$ cat config.mk
export PLATFORM = sky130hd
export DESIGN_NAME = nco_iq_stream_flat
export DESIGN_NICKNAME = d
export VERILOG_FILES = /design/src/rtl/nco_iq_stream_if.sv /design/src/rtl/nco_iq_stream.sv /design/src/flat_wrapper.sv
export SDC_FILE = /design/constraint.sdc
export NUM_CORES = 1
export LEC_CHECK = 0
export CAP_MARGIN = 5
export CORE_MARGIN = 3
export CORE_UTILIZATION = 43
export DETAILED_ROUTE_END_ITERATION = 16
export DONT_BUFFER_PORTS = 1
export GPL_TIMING_DRIVEN = 0
export HOLD_SLACK_MARGIN = 0.06
export PLACE_DENSITY = 0.57
export SLEW_MARGIN = 20
export SYNTH_ARGS = -nofsm -noshare
export SYNTH_HDL_FRONTEND = slang
export SYNTH_SLANG_ARGS = --single-unit
$ cat constraint.sdc
create_clock -name clk -period 4.55 [get_ports clk]
set_input_delay 0.2275 -clock clk [delete_from_list [all_inputs] [get_ports clk]]
set_output_delay 0.2275 -clock clk [all_outputs]
set_load 0.005 [all_outputs]
$ cat src/rtl/nco_iq_stream_if.sv
// Stream bundle for nco_iq_stream: DDS word in, rounded I/Q pair out.
// The slave modport is the block's view; the master modport drives it.
interface nco_iq_stream_if #(
  parameter int I_WIDTH = 16,
  parameter int O_WIDTH = 12
);
  logic [2*I_WIDTH-1:0]        s_tdata;
  logic                        s_tvalid;
  logic                        s_tready;
  logic                        conj;
  logic                        swap;
  logic signed [O_WIDTH-1:0]   m_cos;
  logic signed [O_WIDTH-1:0]   m_sin;
  logic                        m_valid;
  logic                        m_ready;
  logic [15:0]                 sat_cnt;

  modport slave (
    input  s_tdata,
    input  s_tvalid,
    input  conj,
    input  swap,
    input  m_ready,
    output s_tready,
    output m_cos,
    output m_sin,
    output m_valid,
    output sat_cnt
  );

  modport master (
    output s_tdata,
    output s_tvalid,
    output conj,
    output swap,
    output m_ready,
    input  s_tready,
    input  m_cos,
    input  m_sin,
    input  m_valid,
    input  sat_cnt
  );
endinterface

$ cat src/rtl/nco_iq_stream.sv
// DDS word to I/Q stream: swap, round, saturate, conjugate,
// then a two-entry skid buffer toward the downstream consumer.
module nco_iq_stream #(
  parameter int I_WIDTH   = 16,
  parameter int O_WIDTH   = 12,
  parameter int HOLD_LAST = 0
) (
  input  logic            clk,
  input  logic            rst,
  nco_iq_stream_if.slave  bus
);

  localparam int SH = I_WIDTH - O_WIDTH;

  localparam logic signed [I_WIDTH:0] L_RND =
    (I_WIDTH+1)'((2**SH) / 2);
  localparam logic signed [I_WIDTH:0] L_MAX =
    (I_WIDTH+1)'(2**(O_WIDTH-1) - 1);
  localparam logic signed [I_WIDTH:0] L_MIN = ~L_MAX;

  localparam logic signed [O_WIDTH-1:0] O_MAX =
    {1'b0, {(O_WIDTH-1){1'b1}}};
  localparam logic signed [O_WIDTH-1:0] O_MIN = ~O_MAX;

  typedef enum logic [1:0] {
    EMPTY,
    ONE,
    FULL
  } state_t;

  // Returns {saturated, value}; with SH=0 the add and shift vanish.
  function automatic logic [O_WIDTH:0] f_round(
    input logic signed [I_WIDTH-1:0] x
  );
    logic signed [I_WIDTH:0] v;
    v = $signed({x[I_WIDTH-1], x}) + L_RND;
    v = v >>> SH;
    if (v > L_MAX) begin
      return {1'b1, O_MAX};
    end else if (v < L_MIN) begin
      return {1'b1, O_MIN};
    end else begin
      return {1'b0, v[O_WIDTH-1:0]};
    end
  endfunction

  state_t                     r_state;
  state_t                     w_nxt;
  logic                       r_ready;
  logic signed [O_WIDTH-1:0]  r_out_cos;
  logic signed [O_WIDTH-1:0]  r_out_sin;
  logic signed [O_WIDTH-1:0]  r_skid_cos;
  logic signed [O_WIDTH-1:0]  r_skid_sin;
  logic [15:0]                r_sat_cnt;

  logic signed [I_WIDTH-1:0]  w_cos_in;
  logic signed [I_WIDTH-1:0]  w_sin_in;
  logic signed [O_WIDTH-1:0]  w_rc;
  logic signed [O_WIDTH-1:0]  w_rs;
  logic signed [O_WIDTH-1:0]  w_ns;
  logic                       w_sc;
  logic                       w_ss;
  logic                       w_sn;
  logic                       w_sat;
  logic                       w_acc;
  logic                       w_valid;
  logic                       w_ld_out;
  logic                       w_ld_skid;
  logic                       w_skid_out;

  assign w_acc   = bus.s_tvalid & r_ready;
  assign w_valid = (r_state != EMPTY);

  always_comb begin
    w_cos_in = bus.swap ? bus.s_tdata[2*I_WIDTH-1:I_WIDTH]
                        : bus.s_tdata[I_WIDTH-1:0];
    w_sin_in = bus.swap ? bus.s_tdata[I_WIDTH-1:0]
                        : bus.s_tdata[2*I_WIDTH-1:I_WIDTH];
    {w_sc, w_rc} = f_round(w_cos_in);
    {w_ss, w_rs} = f_round(w_sin_in);
    w_sn = 1'b0;
    w_ns = w_rs;
    // The most negative code has no positive twin.
    if (bus.conj) begin
      if (w_rs == O_MIN) begin
        w_ns = O_MAX;
        w_sn = 1'b1;
      end else begin
        w_ns = -w_rs;
      end
    end
    w_sat = w_sc | w_ss | w_sn;
  end

  always_ff @(posedge clk or posedge rst) begin
    if (rst) begin
      r_state <= EMPTY;
    end else begin
      r_state <= w_nxt;
    end
  end

  always_comb begin
    w_nxt      = r_state;
    w_ld_out   = 1'b0;
    w_ld_skid  = 1'b0;
    w_skid_out = 1'b0;
    unique case (r_state)
      EMPTY: begin
        if (w_acc) begin
          w_nxt    = ONE;
          w_ld_out = 1'b1;
        end
      end
      ONE: begin
        if (w_acc && bus.m_ready) begin
          w_ld_out = 1'b1;
        end else if (w_acc) begin
          w_nxt     = FULL;
          w_ld_skid = 1'b1;
        end else if (bus.m_ready) begin
          w_nxt = EMPTY;
        end
      end
      FULL: begin
        if (bus.m_ready) begin
          w_nxt      = ONE;
          w_skid_out = 1'b1;
        end
      end
      default: begin
        w_nxt = EMPTY;
      end
    endcase
  end

  always_ff @(posedge clk or posedge rst) begin
    if (rst) begin
      r_ready    <= 1'b0;
      r_out_cos  <= '0;
      r_out_sin  <= '0;
      r_skid_cos <= '0;
      r_skid_sin <= '0;
      r_sat_cnt  <= '0;
    end else begin
      r_ready <= (w_nxt != FULL);
      if (w_ld_out) begin
        r_out_cos <= w_rc;
        r_out_sin <= w_ns;
      end else if (w_skid_out) begin
        r_out_cos <= r_skid_cos;
        r_out_sin <= r_skid_sin;
      end
      if (w_ld_skid) begin
        r_skid_cos <= w_rc;
        r_skid_sin <= w_ns;
      end
      if (w_acc && w_sat && (r_sat_cnt != 16'hFFFF)) begin
        r_sat_cnt <= r_sat_cnt + 16'd1;
      end
    end
  end

  assign bus.s_tready = r_ready;
  assign bus.m_valid  = w_valid;
  assign bus.sat_cnt  = r_sat_cnt;

  // r_out keeps the last pair after draining, so HOLD_LAST is a mux only.
  assign bus.m_cos = (w_valid || (HOLD_LAST != 0)) ? r_out_cos : '0;
  assign bus.m_sin = (w_valid || (HOLD_LAST != 0)) ? r_out_sin : '0;

endmodule

$ cat src/flat_wrapper.sv
// flat-port wrapper written by rule: the top's interface ports become plain ports
module nco_iq_stream_flat 
#(
  parameter int I_WIDTH   = 16,
  parameter int O_WIDTH   = 12,
  parameter int HOLD_LAST = 0
)
  (clk, rst, bus_s_tdata, bus_s_tvalid, bus_conj, bus_swap, bus_m_ready, bus_s_tready, bus_m_cos, bus_m_sin, bus_m_valid, bus_sat_cnt);
  nco_iq_stream_if #(.I_WIDTH(I_WIDTH), .O_WIDTH(O_WIDTH)) bus_i ();
  input  logic clk;
  input  logic rst;
  input wire logic [$bits(bus_i.s_tdata)-1:0] bus_s_tdata;
  input wire logic [$bits(bus_i.s_tvalid)-1:0] bus_s_tvalid;
  input wire logic [$bits(bus_i.conj)-1:0] bus_conj;
  input wire logic [$bits(bus_i.swap)-1:0] bus_swap;
  input wire logic [$bits(bus_i.m_ready)-1:0] bus_m_ready;
  output wire logic [$bits(bus_i.s_tready)-1:0] bus_s_tready;
  output wire logic [$bits(bus_i.m_cos)-1:0] bus_m_cos;
  output wire logic [$bits(bus_i.m_sin)-1:0] bus_m_sin;
  output wire logic [$bits(bus_i.m_valid)-1:0] bus_m_valid;
  output wire logic [$bits(bus_i.sat_cnt)-1:0] bus_sat_cnt;
  assign bus_i.s_tdata = bus_s_tdata;
  assign bus_i.s_tvalid = bus_s_tvalid;
  assign bus_i.conj = bus_conj;
  assign bus_i.swap = bus_swap;
  assign bus_i.m_ready = bus_m_ready;
  assign bus_s_tready = bus_i.s_tready;
  assign bus_m_cos = bus_i.m_cos;
  assign bus_m_sin = bus_i.m_sin;
  assign bus_m_valid = bus_i.m_valid;
  assign bus_sat_cnt = bus_i.sat_cnt;
  nco_iq_stream #(.I_WIDTH(I_WIDTH), .O_WIDTH(O_WIDTH), .HOLD_LAST(HOLD_LAST)) u_core (.clk(clk), .rst(rst), .bus(bus_i));
endmodule
==> results of run 1 <==
## cell usage in the layout, fill, tap and decap left out, types with 6 or more instances in the layout
cell,instances
and3_1,10
nand4_1,12
dfrtp_1,67
clkbuf_1,15
a21oi_1,20
nand2_1,62
xor2_1,9
nor2_1,39
clkbuf_16,9
nand3_1,19
nor2b_1,27
o21ai_0,44
inv_1,6
nor3_1,7
nand3_2,11
mux2_2,22
mux2i_1,31
and2_1,8
xnor2_1,32
a31oi_1,13
## final timing paths
check | start | cells past startpoint | to | slack, ns
min reg2reg | u_core.r_skid_cos[8]$_DFFE_PP0P_ | 2 | u_core.r_skid_cos[8]$_DFFE_PP0P_ | 0.47
max in group asynchronous | rst | 3 | u_core.r_skid_cos[5]$_DFFE_PP0P_ | 3.70
min | bus_m_ready | 3 | u_core.r_state[0]$_DFF_PP0_ | 0.19
max reg2reg | u_core.r_state[1]$_DFF_PP0_ | 6 | u_core.r_out_sin[6]$_DFFE_PP0P_ | 1.94
max | bus_swap | 16 | u_core.bus.sat_cnt[3]$_DFFE_PP0P_ | 0.42
min in group asynchronous | rst | 2 | u_core.bus.s_tready$_DFF_PP0_ | 0.32
## metal layers
metal | part of all wire | routed length [um]
met1 | 0.47 | 6430
met5 | 0 | 0
met3 | 0.060 | 816
met4 | 0.012 | 159
met2 | 0.45 | 6140
## metrics by stage
step,setup TNS (ns),cell area [um2]
2_1_floorplan,0,5010
3_3_place_gp,-12.72,5180
3_5_place_dp,-14.63,5210
4_1_cts,0,5540
5_1_grt,0,5540
6_report,0,5540
## power by group through the flow
stage	combinational, W	clock (W)	sequential, W
2_1_floorplan	0.000569	0	0.000895
3_3_place_gp	0.000696	0	0.000929
3_5_place_dp	0.000717	0	0.000942
4_1_cts	0.000721	0.000730	0.000930
5_1_grt	0.000809	0.000763	0.000958
6_report	0.000711	0.000722	0.000928
## kinds of logic (layout without fill, tap and decap cells)
kind of cell / Yosys count / count (layout) / share of synthesized area
AO/OA/AOI/OAI: 127 / 127 / 0.174
XOR/XNOR: 42 / 42 / 0.0750
adder cells (fa/ha/maj): 4 / 4 / 0.0100
buffers and inverters: 34 / 51 / 0.0347
flip-flops: 67 / 67 / 0.335
multiplexers: 58 / 58 / 0.126
AND/OR/NAND/NOR: 219 / 219 / 0.245
## repair_timing
action / in CTS / in global routing
hold buffers: 2 / 0
endpoints found under the hold margin: 70 / 0
endpoints found under the setup margin: 25 / 11
## critical path: cells and delay by family
family	cells	cell delay, ns
compound gates	5	1.78
buf+inv	5	1.06
xor+xnor	1	0.14
fa+ha+maj	2	0.49
mux	1	0.23
simple gates	2	0.40
## flip-flops by register name, indices dropped and copies added (netlist names)
signal / count
u_core.bus.sat_cnt: 16
u_core.r_skid_sin: 12
u_core.r_out_cos: 12
u_core.r_state: 2
u_core.r_skid_cos: 12
u_core.r_out_sin: 12
u_core.bus.s_tready: 1
## final cells by class
class / instances / area [um2] / share of cell area
clock buffers: 12 / 267 / 0.0481
multi-input cells: 450 / 3160 / 0.570
inverters: 8 / 32.5 / 0.00588
plain buffers: 24 / 135 / 0.0244
flip-flops and latches: 67 / 1680 / 0.303
clock inverters: 4 / 47.5 / 0.00859
well taps: 140 / 175 / 0.0316
repair buffers: 3 / 47.5 / 0.00859
==> results by group, run 1 <==
Status
  – Status: finished clean

Logic synthesis
  – Post-Syn Nets: 593
  – Synth area leaders: dfrtp_1, mux2i_1, xnor2_1
  – Ys async rst share: 1.00
  – Post-synth top area share: 0.335
  – Post-synth top area cell: dfrtp_1
  – Yosys cell types: 71
  – Register area share after synthesis: 0.335
  – Most common library cells after synthesis: dfrtp_1, nand2_1, o21ai_0, nor2_1, xnor2_1
  – Dominant synthesized flop cell: dfrtp_1
  – Mapped Cells: approximately 550
  – Number of synthesized flops with an enable pin: 0
  – Most common cell in the synthesized netlist: dfrtp_1
  – Avg Inst Size Synth: roughly 9.1 um2
  – Synth Register Bits: 67
  – Yosys warns: 0
  – Post-Synthesis Cell Area: 0.00501 mm2

CTS
  – # resized after CTS: 0
  – Cts bufs inserted: 9
  – H-Tree Depth: 3
  – Clock buffer depth: 2
  – Worst skew pair latency: 0.33 ns
  – Clk sinks: 67
  – CTS Root Cell: clkbuf_16
  – Reg clk slew, reported paths: 0.06 ns
  – # Post-CTS Setup Buffers: 0
  – CTS tree: done

Global route
  – Met2 Use GR: 0.322
  – Busiest grt layer: met2
  – First-pass GRT wire length: 22000 um
  – Total track usage: 0.215
  – Initial antenna violation count: 0
  – Number of global-route vias before repair: a little over 4k
  – Met3 usage: 0.0488
  – Gr ovfl total: 0
  – GRT met1 Usage: 0.313
  – Largest net degree at the start of global routing: 50

Setup path
  – Most used cell, CP: buf_6
  – Crit Path Class: input port to register
  – Critical path arrival: 4.34 ns
  – CP Launch Type: input port
  – Crit end category: register
  – Slowest CP cell: o41ai_4
  – CP cell instances: buf_6, buf_6, buf_6, buf_4, mux2_2, ha_1, nand4b_1, a21o_1, o41ai_1, o211a_1, ha_1, o311ai_2, o41ai_4, buf_6, nand4_4, xnor2_2
  – Required time of the critical path: 4.76 ns
  – Crit-path max cell delay: 0.61 ns
  – Maximum fanout along the worst path: 28

Finish
  – Share of cells above drive strength 1: 0.157
  – Non-filler cells, final: 708
  – Area added between synthesis and finish: 10.6%
  – Post-layout util: 0.498
  – Ant diodes: 0
  – Final net count: 605
  – Fillcell total: 1117

Drt
  – DRT iter0 DRCs: 253
  – Initial DRT Pass Iterations: 5
  – DRC viols: 0
  – Post-route ant nets: 0
  – Via density: approximately 5.9
  – Drt wl/cell: 19.1 um
  – Via count: 4193
  – Final wirelength: 13500 um

STA
  – Slew Viols, Final: 0
  – Final Hold Fails: 0
  – Final Cycle Share: 0.908
  – Relative max-transition margin: 0.356
  – Hold slack: 0.193 ns
  – Worst slew pin tran: 0.958 ns
  – RSZ-0062 raised after global routing: false
  – Post-route minimum period: 4.13 ns
  – Worst clock skew: 0.00614 ns
  – Final Setup Violations: 0
  – Max Clk Rate: 242 MHz
  – Final worst slack: ~0.42 ns

Die
  – Core area: 0.0111 mm2
  – Io pins: 80
  – Die Ht: about 110 um
  – FP Rows: 38
  – DIE WIDTH: 114 um
  – DIE AREA: 0.0130 mm2
  – Starting Density: 0.450

Power
  – Lkg Pwr: 2.36 nW
  – Net load switching power: 0.000781 W
  – Switching Share: 0.331
  – Overall power: 0.00236 W
  – P_int: between 0.0015 and 0.002 W
  – Maximum vdd drop: 0.000224 V
  – Pwr dens: approximately 430 mW/mm2
  – Clock group share of total power: 0.306
  – Reg power frac: 0.393
  – Logic pwr share: 0.301

Run
  – Max-capacitance violation count: 0

Worst hold path
  – HP Class: input port to register

Placement
  – Gpl congestion: 0.898
  – Dpl ws: -0.551 ns
  – Port bufs: 0
  – DP Wirelength: between 10000 and 15000 um
  – Placed Cells: 692
No activity file was read; power rests on OpenSTA's default activity.
==> inputs of run 2 (changes only) <==
--- a/config.mk
+++ b/config.mk
@@ -6,13 +6,14 @@
 export NUM_CORES = 1
 export LEC_CHECK = 0
 export CAP_MARGIN = 5
-export CORE_MARGIN = 3
+export CORE_MARGIN = 2
 export CORE_UTILIZATION = 43
 export DETAILED_ROUTE_END_ITERATION = 16
 export DONT_BUFFER_PORTS = 1
 export GPL_TIMING_DRIVEN = 0
 export HOLD_SLACK_MARGIN = 0.06
 export PLACE_DENSITY = 0.57
+export SKIP_LAST_GASP = 1
 export SLEW_MARGIN = 20
 export SYNTH_ARGS = -nofsm -noshare
 export SYNTH_HDL_FRONTEND = slang
==> results by group, run 2 (same netlist as run 1, synthesis figures left out) <==
Status
  – Status: finished clean

Finish
  – Post-layout util: 0.490
  – Area added between synthesis and finish: 11.3%
  – Most frequent cells in the layout: dfrtp_1, nand2_1, o21ai_0, nor2_1, xnor2_1
  – Share of cells above drive strength 1: 0.161
  – Ant diodes: 0
  – Most common cell after layout, fill and taps aside: dfrtp_1
  – Final net count: 607
  – Number of flip-flops in the largest register: 16

Die
  – Die Ht: around 110 um
  – Starting Density: 0.440
  – FP Rows: 39
  – DIE WIDTH: 112 um
  – Io pins: 80
  – DIE AREA: 0.0125 mm2
  – Core area: 0.0114 mm2

Power
  – Switching Share: 0.324
  – P_int: 0.00162 W
  – Logic pwr share: 0.303
  – Clock group share of total power: 0.312
  – Lkg Pwr: 2.38 nW
  – Pwr dens: 430 mW/mm2
  – Net load switching power: 0.000776 W
  – Maximum vdd drop: 0.000265 V
  – Reg power frac: 0.385

Worst hold path
  – HP Class: input port to register
  – Hold_sp: bus_m_ready

STA
  – Final Hold Fails: 0
  – Final Cycle Share: 0.870
  – Worst slew pin tran: 0.754 ns
  – RSZ-0062 raised after global routing: false
  – Final Setup Violations: 0
  – Relative max-transition margin: 0.497
  – Worst clock skew: approximately 0.0029 ns
  – Post-route minimum period: a little under 4 ns
  – Hold slack: 0.0772 ns
  – TNS Setup: 0 ns
  – Slew Viols, Final: 0
  – Max Clk Rate: about 250 MHz

Drt
  – DRT iter0 DRCs: between 200 and 300
  – Initial DRT Pass Iterations: 7
  – Final wirelength: between 10000 and 15000 um
  – Post-route ant nets: 0
  – Via count: 4194
  – DRC viols: 0
  – Drt wl/cell: 18.6 um
  – Via density: about 6

CTS
  – # resized after CTS: 0
  – H-Tree Depth: 3
  – Reg clk slew, reported paths: ~0.05 ns
  – Cts bufs inserted: 9
  – Clock buffer depth: 2
  – Worst skew pair latency: about 0.32 ns
  – CTS tree: done
  – CTS Root Cell: clkbuf_16
  – Clk sinks: 67

Global route
  – Total track usage: 0.217
  – First-pass GRT wire length: ~22000 um
  – Initial antenna violation count: 0
  – Gr ovfl total: 0
  – Largest net degree at the start of global routing: 60
  – Number of global-route vias before repair: 4171

Placement
  – Port bufs: 0
  – DP Wirelength: 10200 um
  – Gpl congestion: around 0.92

Setup path
  – Most used cell, CP: buf_6
  – Crit-path max cell delay: 0.42 ns
  – RR Startpoint: u_core.r_state[1]$_DFF_PP0_
  – Slowest CP cell: nor4_1
  – CP cell instances: buf_6, buf_6, buf_6, buf_4, mux2_2, ha_1, nand4b_1, a21o_1, o41ai_1, o211a_1, ha_1, o311ai_2, nor4_1, buf_2, a21oi_1, o21ai_0
  – CP Launch Type: input port
  – Worst setup startpoint: bus_swap
  – CP delay by family, top: compound AO/OA/AOI/OAI gates
  – Maximum fanout along the worst path: 28
  – Crit end category: register
  – Critical path arrival: 4.19 ns
  – Buf/Inv on CP: 5
  – Required time of the critical path: 4.79 ns
  – Crit Path Class: input port to register

Run
  – Max-capacitance violation count: 0
[run 2: changes by cell type in the layout (fill, tap and decap cells not counted)]
cell        previous run  this run
clkinv_2               2         3
clkbuf_8               3         2
clkinvlp_4             1         0
buf_4                  1         3
bufinv_16              1         2
nor3_2                 1         2
nor3_1                 7         6
[run 2: area by class of cell]
class                   count  area (um2)
clock buffers              11         253
multi-input cells         450        3160
inverters                   8        32.5
clock inverters             5        75.1
repair buffers              5        62.6
plain buffers              24         135
fillers                  1086        5800
well taps                 143         179
flip-flops and latches     67        1680
[run 2: layer usage]
layer  wire, um  part of all wire  track usage
met1       6040              0.45        0.284
met2       6320              0.47        0.356
met3        715             0.054       0.0523
met4        223             0.017       0.0658
met5          0                 0            0
[run 2: worst register-to-register path: stages (launching register included)]
cell	delay (ns)
dfrtp_1	0.44
nor2b_1	0.18
nand2_1	0.28
clkbuf_1	0.59
clkbuf_1	0.65
mux2i_1	0.27
a22oi_1	0.09
[run 2: power groups by stage]
| stage | Sequential [W] | Combinational, W | Clock, W |
|---|---|---|---|
| floorplan | 0.000895 | 0.000569 | 0 |
| global placement | 0.000922 | 0.000705 | 0 |
| detailed placement | 0.000934 | 0.000725 | 0 |
| CTS | 0.000923 | 0.000730 | 0.000760 |
| global route | 0.000951 | 0.000814 | 0.000785 |
| finish | 0.000923 | 0.000725 | 0.000748 |
[run 2: through the flow]
step | setup slack (ns) | power (W) | std cells | area, um2
floorplan | 0.230 | 0.00146 | 551 | 5010
global placement | -0.543 | 0.00163 | 694 | 5180
detailed placement | -0.607 | 0.00166 | 695 | 5220
CTS | 0.109 | 0.00241 | 712 | 5560
global route | 0.234 | 0.00255 | 713 | 5570
finish | 0.591 | 0.00240 | 713 | 5570
[run 2: worst paths after layout]
kind                                                     endpoint  slack, ns  cells past startpoint
worst max-delay path              u_core.r_out_sin[1]$_DFFE_PP0P_       0.59                     16
worst min-delay path                  u_core.r_state[0]$_DFF_PP0_       0.08                      2
worst max register to register    u_core.r_out_sin[9]$_DFFE_PP0P_       1.91                      6
worst min register to register   u_core.r_skid_cos[2]$_DFFE_PP0P_       0.48                      2
max in group asynchronous       u_core.bus.sat_cnt[2]$_DFFE_PP0P_       3.76                      3
min in group asynchronous         u_core.r_out_cos[4]$_DFFE_PP0P_       0.28                      2
[run 2: timing repair]
action                                 4_1_cts  5_1_grt
setup buffers                                0        2
hold buffers                                 2        0
pin swaps                                    0        1
endpoints found under the hold margin       69        0
setup endpoints to repair                   19       18
==> inputs of run 3 (changes only) <==
--- a/config.mk
+++ b/config.mk
@@ -5,14 +5,16 @@
 export SDC_FILE = /design/constraint.sdc
 export NUM_CORES = 1
 export LEC_CHECK = 0
-export CAP_MARGIN = 5
+export CAP_MARGIN = 20
+export CELL_PAD_IN_SITES_DETAIL_PLACEMENT = 2
+export CELL_PAD_IN_SITES_GLOBAL_PLACEMENT = 2
 export CORE_MARGIN = 2
 export CORE_UTILIZATION = 43
 export DETAILED_ROUTE_END_ITERATION = 16
 export DONT_BUFFER_PORTS = 1
 export GPL_TIMING_DRIVEN = 0
 export HOLD_SLACK_MARGIN = 0.06
-export PLACE_DENSITY = 0.57
+export PLACE_DENSITY = 0.86
 export SKIP_LAST_GASP = 1
 export SLEW_MARGIN = 20
 export SYNTH_ARGS = -nofsm -noshare
==> results by group, run 3 (same netlist as run 1, synthesis figures left out) <==
Status
  – Status: finished clean

Placement
  – Gpl congestion: 0.864
  – Placed Cells: 695
  – Dpl cell area: 0.00521 mm2
  – Port bufs: 0
  – DP Wirelength: approximately 13000 um

STA
  – Max Clk Rate: 240 MHz
  – Final Cycle Share: 0.914
  – TNS Setup: 0 ns
  – Final Hold Fails: 0
  – Worst clock skew: 0.00678 ns
  – Relative max-transition margin: 0.443
  – Hold slack: 0.0663 ns
  – Post-route minimum period: 4.16 ns
  – Final Setup Violations: 0
  – Slew Viols, Final: 0
  – Worst slew pin tran: 0.835 ns

CTS
  – Cts bufs inserted: 9
  – CTS tree: done
  – Clock buffer depth: 2
  – H-Tree Depth: 3
  – Worst skew pair latency: 0.33 ns
  – Clk sinks: 67
  – # Post-CTS Setup Buffers: 0
  – CTS Root Cell: clkbuf_16
  – Reg clk slew, reported paths: around 0.050 ns

Die
  – Starting Density: 0.440
  – DIE WIDTH: 112 um
  – Die Ht: 112 um
  – FP Rows: 39
  – Core area: 0.0114 mm2
  – Io pins: 80
  – DIE AREA: 0.0125 mm2

Finish
  – Area added between synthesis and finish: 10.1%
  – Number of flip-flops in the largest register: 16
  – Most common cell after layout, fill and taps aside: dfrtp_1
  – Final net count: approximately 610
  – Non-filler cells, final: 709
  – Share of cells above drive strength 1: 0.154
  – Final Cell Area: 0.00551 mm2
  – Ant diodes: 0
  – Most frequent cells in the layout: dfrtp_1, nand2_1, o21ai_0, nor2_1, xnor2_1

Setup path
  – Required time of the critical path: 4.79 ns
  – Critical path arrival: 4.40 ns
  – Crit Path Class: input port to register
  – CP Launch Type: input port
  – Crit end category: register
  – Maximum fanout along the worst path: 28

Power
  – Overall power: 0.00242 W
  – Pwr dens: between 400 and 500 mW/mm2
  – Maximum vdd drop: 0.000220 V
  – Lkg Pwr: about 2.3 nW

Drt
  – Final wirelength: 17900 um
  – DRT iter0 DRCs: between 150 and 200
  – DRC viols: 0
  – Post-route ant nets: 0
  – Drt wl/cell: about 25 um
  – Initial DRT Pass Iterations: 4
  – Via count: between 4k and 5k
  – Via density: 6.32

Worst hold path
  – HP Class: input port to register

Global route
  – First-pass GRT wire length: between 20000 and 30000 um
  – Initial antenna violation count: 0
  – Number of global-route vias before repair: around 5k
  – Gr ovfl total: 0
  – Largest net degree at the start of global routing: 40
  – Total track usage: 0.295

Run
  – Max-capacitance violation count: 0
run 3: changes by cell type in the layout (fill, tap and decap cells not counted), sizes merged:
cell	before	now
buf	12	10
bufinv	2	1
clkbuf	26	27
clkinv	3	0
clkinvlp	0	1
run 3: critical path: stages:
cell      delay [ns]
buf_6           0.13
buf_6           0.18
buf_6           0.16
buf_4           0.37
mux2_2          0.24
ha_1            0.22
nand4b_1        0.26
a21o_1          0.32
o41ai_1         0.29
o211a_1         0.34
ha_1            0.28
o311ai_2        0.24
o41ai_4         0.54
buf_6           0.26
nand3_2         0.10
xnor2_1         0.22
run 3: metal layers:
layer | share of wire | vias up | wire length [um] | GRT usage
li1 | - | 2013 | - | -
met1 | 0.43 | 2282 | 7610 | 0.362
met2 | 0.50 | 140 | 8870 | 0.507
met3 | 0.047 | 43 | 842 | 0.0615
met4 | 0.031 | 0 | 552 | 0.114
met5 | 0 | - | 0 | 0
run 3: timing repair:
action / in CTS / in global routing
resized for setup: 0 / 1
hold endpoints to repair: 29 / 0
setup endpoints to repair: 40 / 40
hold buffers: 2 / 0
pin swaps: 0 / 1
run 3: worst paths after layout:
| path | from | slack, ns | end | cells past startpoint |
|---|---|---|---|---|
| max | bus_swap | 0.39 | u_core.bus.sat_cnt[9]$_DFFE_PP0P_ | 16 |
| min | bus_m_ready | 0.07 | u_core.r_state[0]$_DFF_PP0_ | 2 |
| max reg2reg | u_core.r_state[1]$_DFF_PP0_ | 1.66 | u_core.r_out_sin[6]$_DFFE_PP0P_ | 6 |
| min reg2reg | u_core.r_skid_sin[4]$_DFFE_PP0P_ | 0.48 | u_core.r_skid_sin[4]$_DFFE_PP0P_ | 2 |
| max in group asynchronous | rst | 3.64 | u_core.bus.sat_cnt[0]$_DFFE_PP0P_ | 3 |
| min in group asynchronous | rst | 0.36 | u_core.r_out_cos[10]$_DFFE_PP0P_ | 2 |
run 3: power by group:
part	switching, W	internal (W)	leakage, nW
registers	0.000137	0.000813	0.829
clock network	0.000251	0.000433	0.135
logic	0.000483	0.000302	1.37
total	0.000872	0.00155	2.33
run 3: cell type report:
| class | count | area (um2) |
|---|---|---|
| Fill cell | 1218 | 5860 |
| Tap cell | 143 | 179 |
| Inverter | 8 | 32.5 |
| Clock inverter | 2 | 37.5 |
| Sequential cell | 67 | 1680 |
| Multi-Input combinational cell | 450 | 3170 |
| Clock buffer | 12 | 246 |
| Buffer | 24 | 135 |
| Timing Repair Buffer | 3 | 40.0 |
run 3: stage by stage:
| stage | utilization | setup slack [ns] |
|---|---|---|
| global route | 0.485 | -0.0301 |
| finish | 0.485 | 0.390 |
| floorplan | - | 0.230 |
| detailed placement | 0.458 | -0.697 |
| CTS | 0.484 | 0.0203 |
| global placement | 0.456 | -0.518 |
